$ cat config.mk
export PLATFORM = sky130hd
export DESIGN_NAME = led_mode_sequencer
export DESIGN_NICKNAME = d
export VERILOG_FILES = /design/src/rtl/led_mode_sequencer.sv
export SDC_FILE = /design/constraint.sdc
export NUM_CORES = 1
export LEC_CHECK = 0
export BUFFER_PORTS_ARGS = -buffer_cell sky130_fd_sc_hd__buf_4
export CAP_MARGIN = 20
export CELL_PAD_IN_SITES_DETAIL_PLACEMENT = 0
export CELL_PAD_IN_SITES_GLOBAL_PLACEMENT = 1
export CORE_MARGIN = 3
export CORE_UTILIZATION = 50
export CTS_CLUSTER_DIAMETER = 200
export CTS_CLUSTER_SIZE = 10
export DETAILED_ROUTE_END_ITERATION = 12
export PLACE_DENSITY_LB_ADDON = 0.15
export RECOVER_POWER = 50
export SLEW_MARGIN = 20
export SYNTH_ARGS = -nofsm -noshare
export SYNTH_HDL_FRONTEND = slang
export SYNTH_SLANG_ARGS = --single-unit
$ cat constraint.sdc
create_clock -name clk -period 4.1 [get_ports clk]
set_clock_uncertainty 0.05 [all_clocks]
set_input_delay 0.41 -clock clk [delete_from_list [all_inputs] [get_ports clk]]
set_output_delay 0.41 -clock clk [all_outputs]
set_load 0.01 [all_outputs]
$ cat src/rtl/led_mode_sequencer.sv
// Purpose: debounces board switches and sequences the LED shifter mode code, manually or via an auto demo.
// Latency: switch changes appear on led_sw DB_CYCLES+2 edges after first sample; led_step every TICK_DIV cycles.
// Backpressure: none; the shifter consumes led_sw/led_step unconditionally.
module led_mode_sequencer #(
  parameter int TICK_DIV  = 50_000_000,
  parameter int DB_CYCLES = 1_000_000,
  parameter int STEPS     = 8
) (
  input  logic       clk,
  input  logic       rst,
  input  logic [1:0] sw_raw,
  input  logic       auto_raw,
  output logic [1:0] led_sw,
  output logic       led_step,
  output logic       auto_active,
  output logic       lockout
);

  localparam int TW  = $clog2(TICK_DIV);
  localparam int DBW = (DB_CYCLES > 1) ? $clog2(DB_CYCLES) : 1;
  localparam int PW  = (STEPS > 1) ? $clog2(STEPS) : 1;

  localparam logic [TW-1:0]  TICK_LAST = TW'(TICK_DIV - 1);
  localparam logic [DBW-1:0] DB_LAST   = DBW'(DB_CYCLES - 1);
  localparam logic [PW-1:0]  PH_LAST   = PW'(STEPS - 1);

  typedef enum logic [2:0] {
    MANUAL,
    AUTO_L,
    AUTO_R,
    AUTO_ON,
    AUTO_OFF
  } state_t;

  // Bit 2 is the auto switch, bits 1:0 the mode switches.
  logic [2:0]     sync1;
  logic [2:0]     sync2;
  logic [2:0]     db;
  logic [DBW-1:0] db_cnt [3];
  logic [1:0]     sw_upd_bits;
  logic           sw_upd;

  logic [TW-1:0]  tick_cnt;
  logic           tick_clr;

  state_t         state;
  state_t         state_nxt;
  logic           lockout_nxt;
  logic [PW-1:0]  phase;
  logic [PW-1:0]  phase_nxt;

  // Two-flop synchronisers followed by per-bit stability counters.
  always_ff @(posedge clk) begin
    if (rst) begin
      sync1 <= '0;
      sync2 <= '0;
      db    <= '0;
      for (int i = 0; i < 3; i++) db_cnt[i] <= '0;
    end else begin
      sync1 <= {auto_raw, sw_raw};
      sync2 <= sync1;
      for (int i = 0; i < 3; i++) begin
        if (sync2[i] == db[i]) begin
          db_cnt[i] <= '0;
        end else if (db_cnt[i] == DB_LAST) begin
          db[i]     <= sync2[i];
          db_cnt[i] <= '0;
        end else begin
          db_cnt[i] <= db_cnt[i] + DBW'(1);
        end
      end
    end
  end

  // Flags the edge on which a debounced mode-switch bit is about to change, so
  // an override reaches MANUAL on the same edge the new switch value lands.
  always_comb begin
    sw_upd_bits = '0;
    for (int i = 0; i < 2; i++) begin
      sw_upd_bits[i] = (sync2[i] != db[i]) && (db_cnt[i] == DB_LAST);
    end
    sw_upd = |sw_upd_bits;
  end

  // Free-running step divider; restarted when auto begins so phase one is full length.
  always_ff @(posedge clk) begin
    if (rst || tick_clr) begin
      tick_cnt <= '0;
    end else if (tick_cnt == TICK_LAST) begin
      tick_cnt <= '0;
    end else begin
      tick_cnt <= tick_cnt + TW'(1);
    end
  end

  assign led_step = (tick_cnt == TICK_LAST);

  // State, lockout and phase registers.
  always_ff @(posedge clk) begin
    if (rst) begin
      state   <= MANUAL;
      lockout <= 1'b0;
      phase   <= '0;
    end else begin
      state   <= state_nxt;
      lockout <= lockout_nxt;
      phase   <= phase_nxt;
    end
  end

  // Next-state logic: auto drop beats override, override beats phase advance.
  always_comb begin
    state_nxt   = state;
    lockout_nxt = lockout;
    phase_nxt   = phase;
    tick_clr    = 1'b0;
    case (state)
      MANUAL: begin
        if (!db[2]) begin
          lockout_nxt = 1'b0;
        end else if (!lockout) begin
          state_nxt = AUTO_L;
          phase_nxt = '0;
          tick_clr  = 1'b1;
        end
      end
      default: begin
        if (!db[2]) begin
          state_nxt = MANUAL;
        end else if (sw_upd) begin
          state_nxt   = MANUAL;
          lockout_nxt = 1'b1;
        end else if (led_step) begin
          if (phase == PH_LAST) begin
            phase_nxt = '0;
            case (state)
              AUTO_L:  state_nxt = AUTO_R;
              AUTO_R:  state_nxt = AUTO_ON;
              AUTO_ON: state_nxt = AUTO_OFF;
              default: state_nxt = AUTO_L;
            endcase
          end else begin
            phase_nxt = phase + PW'(1);
          end
        end
      end
    endcase
  end

  // Mode decode from registered state and registered debounced switches only.
  always_comb begin
    led_sw      = db[1:0];
    auto_active = (state != MANUAL);
    case (state)
      AUTO_L:   led_sw = 2'b01;
      AUTO_R:   led_sw = 2'b10;
      AUTO_ON:  led_sw = 2'b11;
      AUTO_OFF: led_sw = 2'b00;
      default:  led_sw = db[1:0];
    endcase
  end

endmodule

==> results of run 1 <==
power groups by stage:
stage | sequential, µW | combinational, µW | clock, µW
floorplan | 1160 | 69.4 | 0
detailed placement | 1170 | 83.7 | 0
finish | 1150 | 82.7 | 626
global route | 1150 | 97.3 | 676
global placement | 1170 | 83.7 | 0
CTS | 1150 | 84.3 | 646
cell families (layout without fill, tap and decap cells):
logic type,count (synthesis),after routing,share of synthesized area
AO/OA/AOI/OAI,26,26,0.0316
XOR/XNOR,80,80,0.137
adder cells (fa/ha/maj),6,6,0.0147
buffers and inverters,34,42,0.0257
flip-flops,102,102,0.517
multiplexers,3,3,0.00587
other,1,60,0.000734
AND/OR/NAND/NOR,272,272,0.268
path summary, 6_finish.rpt:
path | slack, ns | from | endpoint
max | 1.54 | db_cnt[0][0] | state[0]
min | 0.20 | sw_raw[1] | sync1[1]
max reg2reg | 1.54 | db_cnt[0][0] | state[0]
min reg2reg | 0.39 | sync1[2] | sync2[2]
stage by stage:
stage                     power, µW  worst slack (ns)  std cells
after floorplan                1230              1.92        583
after global placement         1250              1.66        708
after detailed placement       1250              1.55        708
after CTS                      1880              1.55        724
after global routing           1920              1.33        724
final                          1850              1.54        724
placed cells by master (no fill, tap or decap), types with 4 or more instances in the layout:
cell	n
sky130_fd_sc_hd__nand3_1	35
sky130_fd_sc_hd__buf_4	5
sky130_fd_sc_hd__or3_1	5
sky130_fd_sc_hd__nor2_1	111
sky130_fd_sc_hd__o21ai_0	7
sky130_fd_sc_hd__clkbuf_8	9
sky130_fd_sc_hd__xnor2_1	34
sky130_fd_sc_hd__a21oi_1	9
sky130_fd_sc_hd__nand2_1	31
sky130_fd_sc_hd__nor3_1	7
sky130_fd_sc_hd__inv_1	17
sky130_fd_sc_hd__dfxtp_1	42
sky130_fd_sc_hd__ha_1	6
sky130_fd_sc_hd__nor4b_1	5
sky130_fd_sc_hd__conb_1	60
sky130_fd_sc_hd__nand4_1	22
sky130_fd_sc_hd__nor2b_1	8
sky130_fd_sc_hd__nor4_1	11
sky130_fd_sc_hd__and3_1	11
sky130_fd_sc_hd__edfxtp_1	60
sky130_fd_sc_hd__and2_1	4
sky130_fd_sc_hd__clkbuf_1	7
sky130_fd_sc_hd__and4_1	6
sky130_fd_sc_hd__xor2_1	46
flip-flops by register name, summed over array words and instances (netlist names):
register / cells
db: 3
state: 3
phase: 3
tick_cnt: 26
sync2: 3
lockout: 1
sync1: 3
db_cnt: 60
routing by layer:
metal  share of wire  GRT usage  vias up
met5               0          0        -
met4           0.015     0.0658        0
met3           0.024     0.0385       10
met2            0.45      0.258       24
met1            0.51      0.226     1683
li1                -          -     1895
area by class of cell:
cell class                      count  share of cell area
Sequential cell                   102               0.467
Tap cell                          133              0.0294
Clock inverter                      4             0.00840
Multi-Input combinational cell    447               0.451
Timing Repair Buffer                9             0.00928
Inverter                           17              0.0113
Clock buffer                       12              0.0239
==> impl_table.tex, run 1 <==
\begin{tabular}{lr}
\hline
Metric & Value \\
\hline
\multicolumn{2}{l}{\textbf{Final layout}} \\
Total of fill cells in the finished design & 874 \\
Final Core Density & 0.574 \\
Final antenna diode count & 0 \\
Register area & 2640 µm² \\
Number of nets at the end of the flow & 597 \\
Area occupied by multi-input gates & 2550 µm² \\
Area Growth Syn to Fin & 10.8\% \\
Area of all placed cells without fillers & 5660 µm² \\
Proportion of layout cells with a drive suffix above 1 & 0.0338 \\
\multicolumn{2}{l}{\textbf{Timing}} \\
Clock period minus worst slack & 2.56 ns \\
TNS Setup & 0 ns \\
Final count of hold timing violations & 0 \\
Final period util & 0.625 \\
Number of pins with negative max-slew slack in the final report & 0 \\
Remaining max-slew budget at the tightest pin & 0.351 \\
Post-Route Hold Slack & 0.195 ns \\
Pin slew with the least headroom to its limit & 0.964 ns \\
Maximum clock rate & 391 MHz \\
Setup repair after global routing missed its margin & no \\
Total of endpoints with negative setup slack in the final report & 0 \\
\multicolumn{2}{l}{\textbf{Worst setup path}} \\
Number of buffers and inverters on the critical path & 0 \\
Worst setup EP type & register \\
Arrival time of the worst setup path & 2.75 ns \\
Type of element launching the critical path & register \\
Cells along the critical path & ha\_1 -> and4\_1 -> nand4\_1 -> o32ai\_1 -> nor2\_1 -> a211oi\_1 -> a211oi\_1 \\
Family with the most delay on the worst path & compound AO/OA/AOI/OAI gates \\
Critical path class & register to register \\
Top fanout value on the critical path & 9 \\
Cell depth of the worst flop-to-flop path & 7 \\
Worst path slowest cell & sky130\_fd\_sc\_hd\_\_o32ai\_1 \\
Peak per-stage delay on the critical path & 0.63 ns \\
Crit path top cell by count & sky130\_fd\_sc\_hd\_\_a211oi\_1 \\
Worst Path Required & 4.29 ns \\
Instance count on the critical path & 7 \\
\multicolumn{2}{l}{\textbf{Job}} \\
Number of maximum-capacitance violations & 0 \\
\multicolumn{2}{l}{\textbf{Detailed routing}} \\
Number of nets still failing antenna checks after routing & 0 \\
Iter 0 DRT Violations & 143 \\
Post-route DRC violation count & 0 \\
Detailed Routing Iterations Pass 1 & 4 \\
Vias/cell & 4.99 \\
Mean routed wirelength per cell & 12.1 µm \\
Overall routed net length & 8760 µm \\
Via count & 3,612 \\
\multicolumn{2}{l}{\textbf{Power}} \\
Peak ir drop on the vdd network & 0.000133 V \\
Fraction of power consumed by sequential logic & 0.618 \\
Pint & 1430 µW \\
Switching Power & 425 µW \\
Leakage Power & 0.00194 µW \\
Switching portion of total power & 0.229 \\
Part of the power in the clock network & 0.337 \\
Power per cell area & 328 nW/µm² \\
Portion of total power attributed to combinational logic & 0.045 \\
\multicolumn{2}{l}{\textbf{CTS}} \\
CTS root buf & sky130\_fd\_sc\_hd\_\_clkbuf\_8 \\
Clock Pin Slew Worst Setup and Hold Paths & 0.09 ns \\
Clock tree from TritonCTS & done \\
Count of instances resized after the clock tree is built & 0 \\
Number of buffers inserted by hold repair at cts & 0 \\
Clock Path Buffers & 2 \\
Number of buffers inserted to repair setup after CTS & 0 \\
Total clock buffers created by CTS & 9 \\
Clock sink count & 102 \\
H-Tree Depth & 3 \\
Skew-Pair Late Insertion Delay & 0.38 ns \\
\multicolumn{2}{l}{\textbf{Global routing}} \\
Wire length of the first global-routing pass & 15,300 µm \\
Via count of the first global-routing pass & 3,387 \\
Antenna violations before repair & 0 \\
Global-route total usage across every layer & 0.166 \\
Largest net degree at the start of global routing & 27 \\
Congestion Overflow GR & 0 \\
\multicolumn{2}{l}{\textbf{Yosys}} \\
Sequential element share of the synthesized area & 0.517 \\
Share of synthesized flip-flops with an asynchronous set or reset & 0 \\
Cell count after synthesis & 524 \\
Top cell types by occurrence after synthesis & 111 x sky130\_fd\_sc\_hd\_\_nor2\_1, 60 x sky130\_fd\_sc\_hd\_\_edfxtp\_1, 46 x sky130\_fd\_sc\_hd\_\_xor2\_1 \\
Cell with the most instances after synthesis & sky130\_fd\_sc\_hd\_\_nor2\_1 \\
Synth Register Bits & 102 \\
Synth cell types & 43 \\
Share of the synthesized area in the top cell type & 0.352 \\
Average footprint of a synthesized cell & 9.76 µm² \\
Cell type with the highest aggregate area in the netlist & sky130\_fd\_sc\_hd\_\_edfxtp\_1 \\
Most area-consuming cells after synthesis & sky130\_fd\_sc\_hd\_\_edfxtp\_1 35\%, sky130\_fd\_sc\_hd\_\_dfxtp\_1 16\%, sky130\_fd\_sc\_hd\_\_nor2\_1 8.1\% \\
Synth warn & 0 \\
Syn Std Cell Area & 5110 µm² \\
Number of enable-type register cells in the synthesized netlist & 60 \\
Top\_reg\_cell synth & sky130\_fd\_sc\_hd\_\_edfxtp\_1 \\
\multicolumn{2}{l}{\textbf{Hold path}} \\
Worst hold path depth & 2 \\
Classification of the worst-slack hold path & input pin to register \\
\multicolumn{2}{l}{\textbf{Placement}} \\
Final HPWL DP & 6120 µm \\
Cell area after placement & 5500 µm² \\
Global placement routability congestion & 0.761 \\
Number of buffers added on ports & 9 \\
\multicolumn{2}{l}{\textbf{Die}} \\
Area inside the core boundary & 9860 µm² \\
Die Width & 107 µm \\
Count of boundary I/O pins & 10 \\
Area of the die & 11,500 µm² \\
Floorplan row count & 36 \\
Effective utilization at floorplan & 0.518 \\
Die Ht & 107 µm \\
\multicolumn{2}{l}{\textbf{Run status}} \\
Status & completed \\
\hline
\end{tabular}
(Power assumes the default switching activity.)
==> run 2, diff against run 1 <==
ABC_AREA = 1   (was default)
CORE_UTILIZATION = 43   (was 50)
clock period = 2.1 ns   (was 4.1 ns; I/O delays follow)
==> run 2 against run 1 <==
First-iteration DRC count grew 100%; combinational power grew to 7.2 times the previous value; final area grew 19%; highest routed layer unchanged.
==> impl_table.tex, run 2 <==
\begin{tabular}{lr}
\hline
Metric & Value \\
\hline
\multicolumn{2}{l}{\textbf{Run status}} \\
Status & completed \\
\multicolumn{2}{l}{\textbf{Detailed routing}} \\
Overall routed net length & 11,500 µm (+31\%) \\
Post-route DRC violation count & 0 (unchanged) \\
Detailed Routing Iterations Pass 1 & 4 (unchanged) \\
Vias/cell & 4.76 (-4.6\%) \\
Mean routed wirelength per cell & 11.6 µm (-4.3\%) \\
Number of nets still failing antenna checks after routing & 0 (unchanged) \\
Via count & 4,737 (+31\%) \\
Iter 0 DRT Violations & 290 (+100\%) \\
\multicolumn{2}{l}{\textbf{Die}} \\
Area of the die & 15,000 µm² (+30\%) \\
Die Width & 122 µm (+14\%) \\
Floorplan row count & 41 (+14\%) \\
Die Ht & 122 µm (+14\%) \\
Area inside the core boundary & 12,900 µm² (+31\%) \\
Count of boundary I/O pins & 10 (unchanged) \\
Effective utilization at floorplan & 0.450 (-0.0684) \\
\multicolumn{2}{l}{\textbf{CTS}} \\
Clock tree from TritonCTS & done \\
CTS root buf & sky130\_fd\_sc\_hd\_\_clkbuf\_16 \\
H-Tree Depth & 3 (unchanged) \\
Clock Pin Slew Worst Setup and Hold Paths & 0.07 ns (-0.02 ns) \\
Clock sink count & 102 (unchanged) \\
Skew-Pair Late Insertion Delay & 0.35 ns (-0.03 ns) \\
Total clock buffers created by CTS & 9 (unchanged) \\
Clock Path Buffers & 2 (unchanged) \\
Number of buffers inserted to repair setup after CTS & 0 (unchanged) \\
\multicolumn{2}{l}{\textbf{Final layout}} \\
Flip-flop count of the largest register after layout & 60 (unchanged) \\
Leading registers by flop count & db\_cnt (60), tick\_cnt (26) \\
Proportion of layout cells with a drive suffix above 1 & 0.114 (+0.0804) \\
Area Growth Syn to Fin & 15.8\% \\
Register area & 2640 µm² (about the same) \\
Number of nets at the end of the flow & 829 (+39\%) \\
Total of fill cells in the finished design & 1,290 (+48\%) \\
Commonest cells after routing, fill and taps aside & 130 x sky130\_fd\_sc\_hd\_\_nand2\_1, 106 x sky130\_fd\_sc\_hd\_\_inv\_1, 106 x sky130\_fd\_sc\_hd\_\_nor2\_1, 60 x sky130\_fd\_sc\_hd\_\_edfxtp\_1, 60 x sky130\_fd\_sc\_hd\_\_conb\_1 \\
Register with the most flip-flops & db\_cnt \\
Commonest non-fill, non-tap cell in the layout & sky130\_fd\_sc\_hd\_\_nand2\_1 \\
Area of all placed cells without fillers & 6730 µm² (+19\%) \\
Final antenna diode count & 0 (unchanged) \\
Area occupied by multi-input gates & 2960 µm² (+16\%) \\
\multicolumn{2}{l}{\textbf{Timing}} \\
Maximum clock rate & 511 MHz \\
Final period util & 0.931 \\
Clock period minus worst slack & 1.96 ns \\
Number of pins with negative max-slew slack in the final report & 0 (unchanged) \\
Final count of hold timing violations & 0 (unchanged) \\
Post-Route Hold Slack & 0.0203 ns (-0.175 ns) \\
Total of endpoints with negative setup slack in the final report & 0 (unchanged) \\
TNS Setup & 0 ns (unchanged) \\
Pin slew with the least headroom to its limit & 0.650 ns (-0.314 ns) \\
Remaining max-slew budget at the tightest pin & 0.566 (+0.215) \\
Setup repair after global routing missed its margin & yes \\
Fin worst setup slack & 0.144 ns (-1.39 ns) \\
\multicolumn{2}{l}{\textbf{Global routing}} \\
Via count of the first global-routing pass & 4,416 (+30\%) \\
Largest net degree at the start of global routing & 21 (-22\%) \\
Congestion Overflow GR & 0 (unchanged) \\
Antenna violations before repair & 0 (unchanged) \\
Wire length of the first global-routing pass & 19,600 µm (+28\%) \\
Global-route total usage across every layer & 0.163 (-0.00348) \\
\multicolumn{2}{l}{\textbf{Placement}} \\
Global placement routability congestion & 0.839 (+10\%) \\
Final HPWL DP & 8670 µm (+42\%) \\
Post-Place Worst Slack & 0.158 ns (-1.39 ns) \\
Number of buffers added on ports & 9 (unchanged) \\
Cell area after placement & 6370 µm² (+16\%) \\
\multicolumn{2}{l}{\textbf{Yosys}} \\
Synth cell types & 47 (+9.3\%) \\
Synth Register Bits & 102 (unchanged) \\
Sequential element share of the synthesized area & 0.454 (-0.0625) \\
Top cell types by occurrence after synthesis & 132 x sky130\_fd\_sc\_hd\_\_nand2\_1, 108 x sky130\_fd\_sc\_hd\_\_nor2\_1, 104 x sky130\_fd\_sc\_hd\_\_inv\_1 \\
Share of synthesized flip-flops with an asynchronous set or reset & 0 (unchanged) \\
Cell type with the highest aggregate area in the netlist & sky130\_fd\_sc\_hd\_\_edfxtp\_1 \\
Share of the synthesized area in the top cell type & 0.310 (-0.0426) \\
Cell with the most instances after synthesis & sky130\_fd\_sc\_hd\_\_nand2\_1 \\
Top\_reg\_cell synth & sky130\_fd\_sc\_hd\_\_edfxtp\_1 \\
Most area-consuming cells after synthesis & sky130\_fd\_sc\_hd\_\_edfxtp\_1 31\%, sky130\_fd\_sc\_hd\_\_dfxtp\_1 14\%, sky130\_fd\_sc\_hd\_\_nand2\_1 8.5\% \\
Average footprint of a synthesized cell & 7.89 µm² (-19\%) \\
Synth warn & 0 (unchanged) \\
Syn Std Cell Area & 5820 µm² (+14\%) \\
Cell count after synthesis & 737 (+41\%) \\
Number of enable-type register cells in the synthesized netlist & 60 (unchanged) \\
\multicolumn{2}{l}{\textbf{Power}} \\
Part of the power in the clock network & 0.372 (+0.035) \\
Total power after layout & 4590 µW (+150\%) \\
Switching portion of total power & 0.261 (+0.0318) \\
Peak ir drop on the vdd network & 0.000472 V (+260\%) \\
Power per cell area & 681 nW/µm² (+110\%) \\
Switching Power & 1200 µW (+180\%) \\
Pint & 3390 µW (+140\%) \\
Portion of total power attributed to combinational logic & 0.130 (+0.085) \\
Fraction of power consumed by sequential logic & 0.498 (-0.120) \\
Leakage Power & 0.00266 µW (+37\%) \\
\multicolumn{2}{l}{\textbf{Worst setup path}} \\
Arrival time of the worst setup path & 1.70 ns (-1.05 ns) \\
Critical path class & register to output pin \\
Worst setup EP type & output pin \\
Top fanout value on the critical path & 3 (-6) \\
Type of element launching the critical path & register \\
Worst Path Required & 1.84 ns (-2.45 ns) \\
\multicolumn{2}{l}{\textbf{Job}} \\
Number of maximum-capacitance violations & 0 (unchanged) \\
\multicolumn{2}{l}{\textbf{Hold path}} \\
Classification of the worst-slack hold path & input pin to register \\
\hline
\end{tabular}
[run 2: changes by cell type in the layout (fill, tap and decap cells not counted), sizes merged, moves of 8 or more]
| cell | delta |
|---|---|
| nor3 | +27 |
| nand3 | +17 |
| a21oi | +40 |
| xor2 | -27 |
| o21a | +8 |
| nor2b | -8 |
| nor2 | +12 |
| and3 | -11 |
| nand2 | +112 |
| xnor2 | -31 |
| o21ai | +14 |
| inv | +94 |
| buf | +13 |
[run 2: logic make-up (layout without fill, tap and decap cells)]
family	after synthesis	count (layout)	synth area share
other cells	1	60	0.000645
xor+xnor	22	22	0.0331
compound gates	91	91	0.0899
fa+ha+maj	6	6	0.0129
flops	102	102	0.454
simple gates	393	393	0.327
buf+inv	122	149	0.0818
[run 2: what timing repair did]
item / in CTS / in global routing
setup endpoints to repair: 0 / 8
resized for setup: 0 / 12
hold buffers: 0 / 0
[run 2: area by class of cell]
type | instances | share of cell area
inverter | 112 | 0.0626
tap | 172 | 0.0320
clock inverter | 4 | 0.00669
multi-input combinational | 572 | 0.439
timing repair buffer | 21 | 0.0286
clock buffer | 12 | 0.0381
sequential | 102 | 0.393
[run 2: power groups by stage]
stage,sequential [µW],combinational (µW),clock [µW]
2_1_floorplan,2310,426,0
3_3_place_gp,2330,581,0
3_5_place_dp,2330,587,0
4_1_cts,2280,595,1760
5_1_grt,2300,699,1840
6_report,2290,596,1700
[run 2: critical path, cell delays in order (launching register included)]
cell,delay [ns]
sky130_fd_sc_hd__dfxtp_1,0.36
sky130_fd_sc_hd__ha_2,0.21
sky130_fd_sc_hd__nand2_2,0.07
sky130_fd_sc_hd__nor2_2,0.15
sky130_fd_sc_hd__nand2_2,0.13
sky130_fd_sc_hd__nor2_4,0.12
sky130_fd_sc_hd__nand2_2,0.10
sky130_fd_sc_hd__inv_1,0.10
sky130_fd_sc_hd__buf_4,0.12
[run 2: metal layers]
layer / track usage / vias up / part of all wire
li1: - / 2533 / -
met1: 0.210 / 2141 / 0.49
met2: 0.268 / 55 / 0.47
met3: 0.0479 / 8 / 0.033
met4: 0.0455 / 0 / 0.010
met5: 0 / - / 0
[run 2: final timing paths]
check                                   from       endpoint  slack, ns  cells past startpoint
worst min register to register      sync1[1]       sync2[1]       0.35                      2
worst min-delay path               sw_raw[0]       sync1[0]       0.02                      3
worst max register to register  db_cnt[1][1]  db_cnt[1][14]       0.18                      9
worst max-delay path             tick_cnt[1]       led_step       0.14                      8
[run 2: stage by stage]
stage          cells  utilization
6_report         995        0.521
2_1_floorplan    796            -
3_5_place_dp     978        0.493
5_1_grt          995        0.521
4_1_cts          994        0.516
3_3_place_gp     978        0.493
==> run 3, diff against run 2 <==
CORE_UTILIZATION = 50   (was 43)
PLACE_DENSITY_LB_ADDON = 0.1   (was 0.15)
clock period = 2.3 ns   (was 2.1 ns; I/O delays follow)
==> run 3 against run 2 <==
Utilization increased by 6.9 points; wire length decreased by 3.3%; global-route usage increased by 2.4 points; die area decreased by 13%; final area shrank 2.9%; sequential power down 8.7%; clock power shrank 15%; combinational power down 14%; critical path depth increased by 2; critical endpoint is now tick_cnt[13]; highest routed layer unchanged.
==> impl_table.tex, run 3 (synthesized netlist as in run 2, its figures left out) <==
\begin{tabular}{lr}
\hline
Metric & Value \\
\hline
\multicolumn{2}{l}{\textbf{CTS}} \\
CTS root buf & sky130\_fd\_sc\_hd\_\_clkbuf\_16 \\
Clock Path Buffers & 2 (unchanged) \\
Clock tree from TritonCTS & done \\
Number of buffers inserted by hold repair at cts & 0 (unchanged) \\
Count of instances resized after the clock tree is built & 0 (unchanged) \\
Skew-Pair Late Insertion Delay & 0.35 ns (about the same) \\
Total clock buffers created by CTS & 9 (unchanged) \\
Number of buffers inserted to repair setup after CTS & 0 (unchanged) \\
Clock Pin Slew Worst Setup and Hold Paths & 0.07 ns (about the same) \\
H-Tree Depth & 3 (unchanged) \\
Clock sink count & 102 (unchanged) \\
\multicolumn{2}{l}{\textbf{Worst setup path}} \\
Reg-to-reg startpoint & tick\_cnt[0] \\
Critical path endpoint & tick\_cnt[13] \\
Peak per-stage delay on the critical path & 0.37 ns (about the same) \\
Crit path top cell by count & sky130\_fd\_sc\_hd\_\_nand2\_2 \\
Top fanout value on the critical path & 11 (+8) \\
Worst Path Required & 2.49 ns (+0.65 ns) \\
Critical path class & register to register \\
Startpoint of the worst setup timing path & tick\_cnt[0] \\
Critical register-to-register path endpoint & tick\_cnt[13] \\
Worst path slowest cell & sky130\_fd\_sc\_hd\_\_dfxtp\_1 \\
Worst setup EP type & register \\
Slack of the worst reg-to-reg path & 0.21 ns (+0.03 ns) \\
Instance count on the critical path & 10 (+2) \\
Cells along the critical path & ha\_1 -> nand2\_2 -> nor2\_2 -> nand2\_2 -> nor2\_1 -> nand2\_2 -> nand2\_1 -> inv\_2 -> o21ai\_0 -> nor2\_1 \\
Cell depth of the worst flop-to-flop path & 10 (+1) \\
Type of element launching the critical path & register \\
Number of buffers and inverters on the critical path & 1 (-1) \\
Family with the most delay on the worst path & simple AND/OR/NAND/NOR gates \\
Arrival time of the worst setup path & 2.28 ns (+0.58 ns) \\
\multicolumn{2}{l}{\textbf{Die}} \\
Effective utilization at floorplan & 0.525 (+0.0751) \\
Count of boundary I/O pins & 10 (unchanged) \\
Area inside the core boundary & 11,100 µm² (-14\%) \\
Die Width & 114 µm (-6.9\%) \\
Die Ht & 114 µm (-6.9\%) \\
Area of the die & 13,000 µm² (-13\%) \\
Floorplan row count & 38 (-7.3\%) \\
\multicolumn{2}{l}{\textbf{Timing}} \\
Total of endpoints with negative setup slack in the final report & 0 (unchanged) \\
TNS Setup & 0 ns (unchanged) \\
Setup repair after global routing missed its margin & no \\
Remaining max-slew budget at the tightest pin & 0.576 (+0.00930) \\
Maximum clock rate & 478 MHz \\
Final period util & 0.910 \\
Number of pins with negative max-slew slack in the final report & 0 (unchanged) \\
Pin slew with the least headroom to its limit & 0.636 ns (-0.0140 ns) \\
Clock period minus worst slack & 2.09 ns \\
Final count of hold timing violations & 0 (unchanged) \\
\multicolumn{2}{l}{\textbf{Power}} \\
Power per cell area & 620 nW/µm² (-9.0\%) \\
Peak ir drop on the vdd network & 0.000597 V (+26\%) \\
Leakage Power & 0.00258 µW (-3.0\%) \\
\multicolumn{2}{l}{\textbf{Detailed routing}} \\
Via count & 4,742 (+0.11\%) \\
Vias/cell & 4.94 (+3.9\%) \\
Detailed Routing Iterations Pass 1 & 5 (+1) \\
Mean routed wirelength per cell & 11.6 µm (+0.31\%) \\
Number of nets still failing antenna checks after routing & 0 (unchanged) \\
Post-route DRC violation count & 0 (unchanged) \\
Overall routed net length & 11,100 µm (-3.3\%) \\
Iter 0 DRT Violations & 344 (+19\%) \\
\multicolumn{2}{l}{\textbf{Final layout}} \\
Commonest non-fill, non-tap cell in the layout & sky130\_fd\_sc\_hd\_\_nand2\_1 \\
Area occupied by multi-input gates & 2900 µm² (-1.8\%) \\
Register area & 2640 µm² (about the same) \\
Register with the most flip-flops & db\_cnt \\
Area Growth Syn to Fin & 12.4\% \\
Final Core Density & 0.590 (+0.0692) \\
Number of nets at the end of the flow & 825 (-0.48\%) \\
Leading registers by flop count & db\_cnt (60), tick\_cnt (26) \\
Commonest cells after routing, fill and taps aside & 134 x sky130\_fd\_sc\_hd\_\_nand2\_1, 110 x sky130\_fd\_sc\_hd\_\_nor2\_1, 105 x sky130\_fd\_sc\_hd\_\_inv\_1, 60 x sky130\_fd\_sc\_hd\_\_edfxtp\_1, 60 x sky130\_fd\_sc\_hd\_\_conb\_1 \\
Proportion of layout cells with a drive suffix above 1 & 0.0928 (-0.0214) \\
Flip-flop count of the largest register after layout & 60 (unchanged) \\
Total of fill cells in the finished design & 1,016 (-21\%) \\
Final antenna diode count & 0 (unchanged) \\
\multicolumn{2}{l}{\textbf{Global routing}} \\
Wire length of the first global-routing pass & 19,800 µm (+1.4\%) \\
Antenna violations before repair & 0 (unchanged) \\
Global-route total usage across every layer & 0.187 (+0.0238) \\
Congestion Overflow GR & 0 (unchanged) \\
Largest net degree at the start of global routing & 21 (unchanged) \\
Via count of the first global-routing pass & 4,578 (+3.7\%) \\
\multicolumn{2}{l}{\textbf{Job}} \\
Number of maximum-capacitance violations & 0 (unchanged) \\
\multicolumn{2}{l}{\textbf{Placement}} \\
Number of buffers added on ports & 9 (unchanged) \\
Final HPWL DP & 8590 µm (-0.97\%) \\
Global placement routability congestion & 0.849 (+1.1\%) \\
\multicolumn{2}{l}{\textbf{Hold path}} \\
Classification of the worst-slack hold path & input pin to register \\
\multicolumn{2}{l}{\textbf{Run status}} \\
Status & completed \\
\hline
\end{tabular}
## run 3: changes by cell type in the layout (fill, tap and decap cells not counted), moves of 2 or more
cell                         change
sky130_fd_sc_hd__clkinvlp_4      +2
sky130_fd_sc_hd__nand2_2         -4
sky130_fd_sc_hd__nor2_2          -2
sky130_fd_sc_hd__nor2_1          +4
sky130_fd_sc_hd__buf_12          -2
sky130_fd_sc_hd__ha_1            +2
sky130_fd_sc_hd__buf_4           -3
sky130_fd_sc_hd__ha_2            -2
sky130_fd_sc_hd__nor2_4          -2
sky130_fd_sc_hd__nand2_1         +4
sky130_fd_sc_hd__clkbuf_1        +3
## run 3: per-layer routing
layer / GRT usage / wire length [µm] / vias to the layer above
met5: 0 / 0 / -
met4: 0.0451 / 131 / 0
met3: 0.0531 / 397 / 12
met2: 0.313 / 5160 / 50
met1: 0.240 / 5440 / 2144
li1: - / - / 2536
## run 3: cell type report
cell class,count,share of cell area
timing repair buffer,17,0.0172
sequential,102,0.404
tap,140,0.0268
clock inverter,3,0.00306
multi-input combinational,572,0.444
inverter,112,0.0645
clock buffer,13,0.0398
## run 3: worst min-delay path by stage
stage	start	endpoint	cells past startpoint	slack, ns
after global placement	sync1[1]	sync2[1]	2	0.34
after detailed placement	sync1[2]	sync2[2]	2	0.35
final	sw_raw[0]	sync1[0]	3	0.04
after floorplan	rst	db[0]	1	0.26
after global routing	sw_raw[0]	sync1[0]	3	0.05
after CTS	sw_raw[1]	sync1[1]	3	0.04
## run 3: report_power, final
part           switching [µW]  internal [µW]  total, µW
clock                     654            792       1450
sequential               82.2           2010       2090
combinational             343            172        515
## run 3: worst reg2reg max path, cell delays in order (launching register included)
cell                      delay (ns)
sky130_fd_sc_hd__dfxtp_1        0.37
sky130_fd_sc_hd__ha_1           0.22
sky130_fd_sc_hd__nand2_2        0.08
sky130_fd_sc_hd__nor2_2         0.14
sky130_fd_sc_hd__nand2_2        0.11
sky130_fd_sc_hd__nor2_1         0.17
sky130_fd_sc_hd__nand2_2        0.11
sky130_fd_sc_hd__nand2_1        0.36
sky130_fd_sc_hd__inv_2          0.19
sky130_fd_sc_hd__o21ai_0        0.12
sky130_fd_sc_hd__nor2_1         0.06
## run 3: through the flow
| stage | worst slack [ns] | cells | total power [µW] | hold WS (ns) | instance area [µm²] |
|---|---|---|---|---|---|
| 2_1_floorplan | 0.498 | 796 | 2500 | 0.258 | 6040 |
| 3_3_place_gp | 0.333 | 943 | 2640 | 0.344 | 6290 |
| 6_report | 0.208 | 959 | 4050 | 0.0397 | 6540 |
| 4_1_cts | 0.218 | 959 | 4100 | 0.0384 | 6570 |
| 3_5_place_dp | 0.280 | 943 | 2650 | 0.352 | 6290 |
| 5_1_grt | 0.0116 | 959 | 4280 | 0.0485 | 6540 |
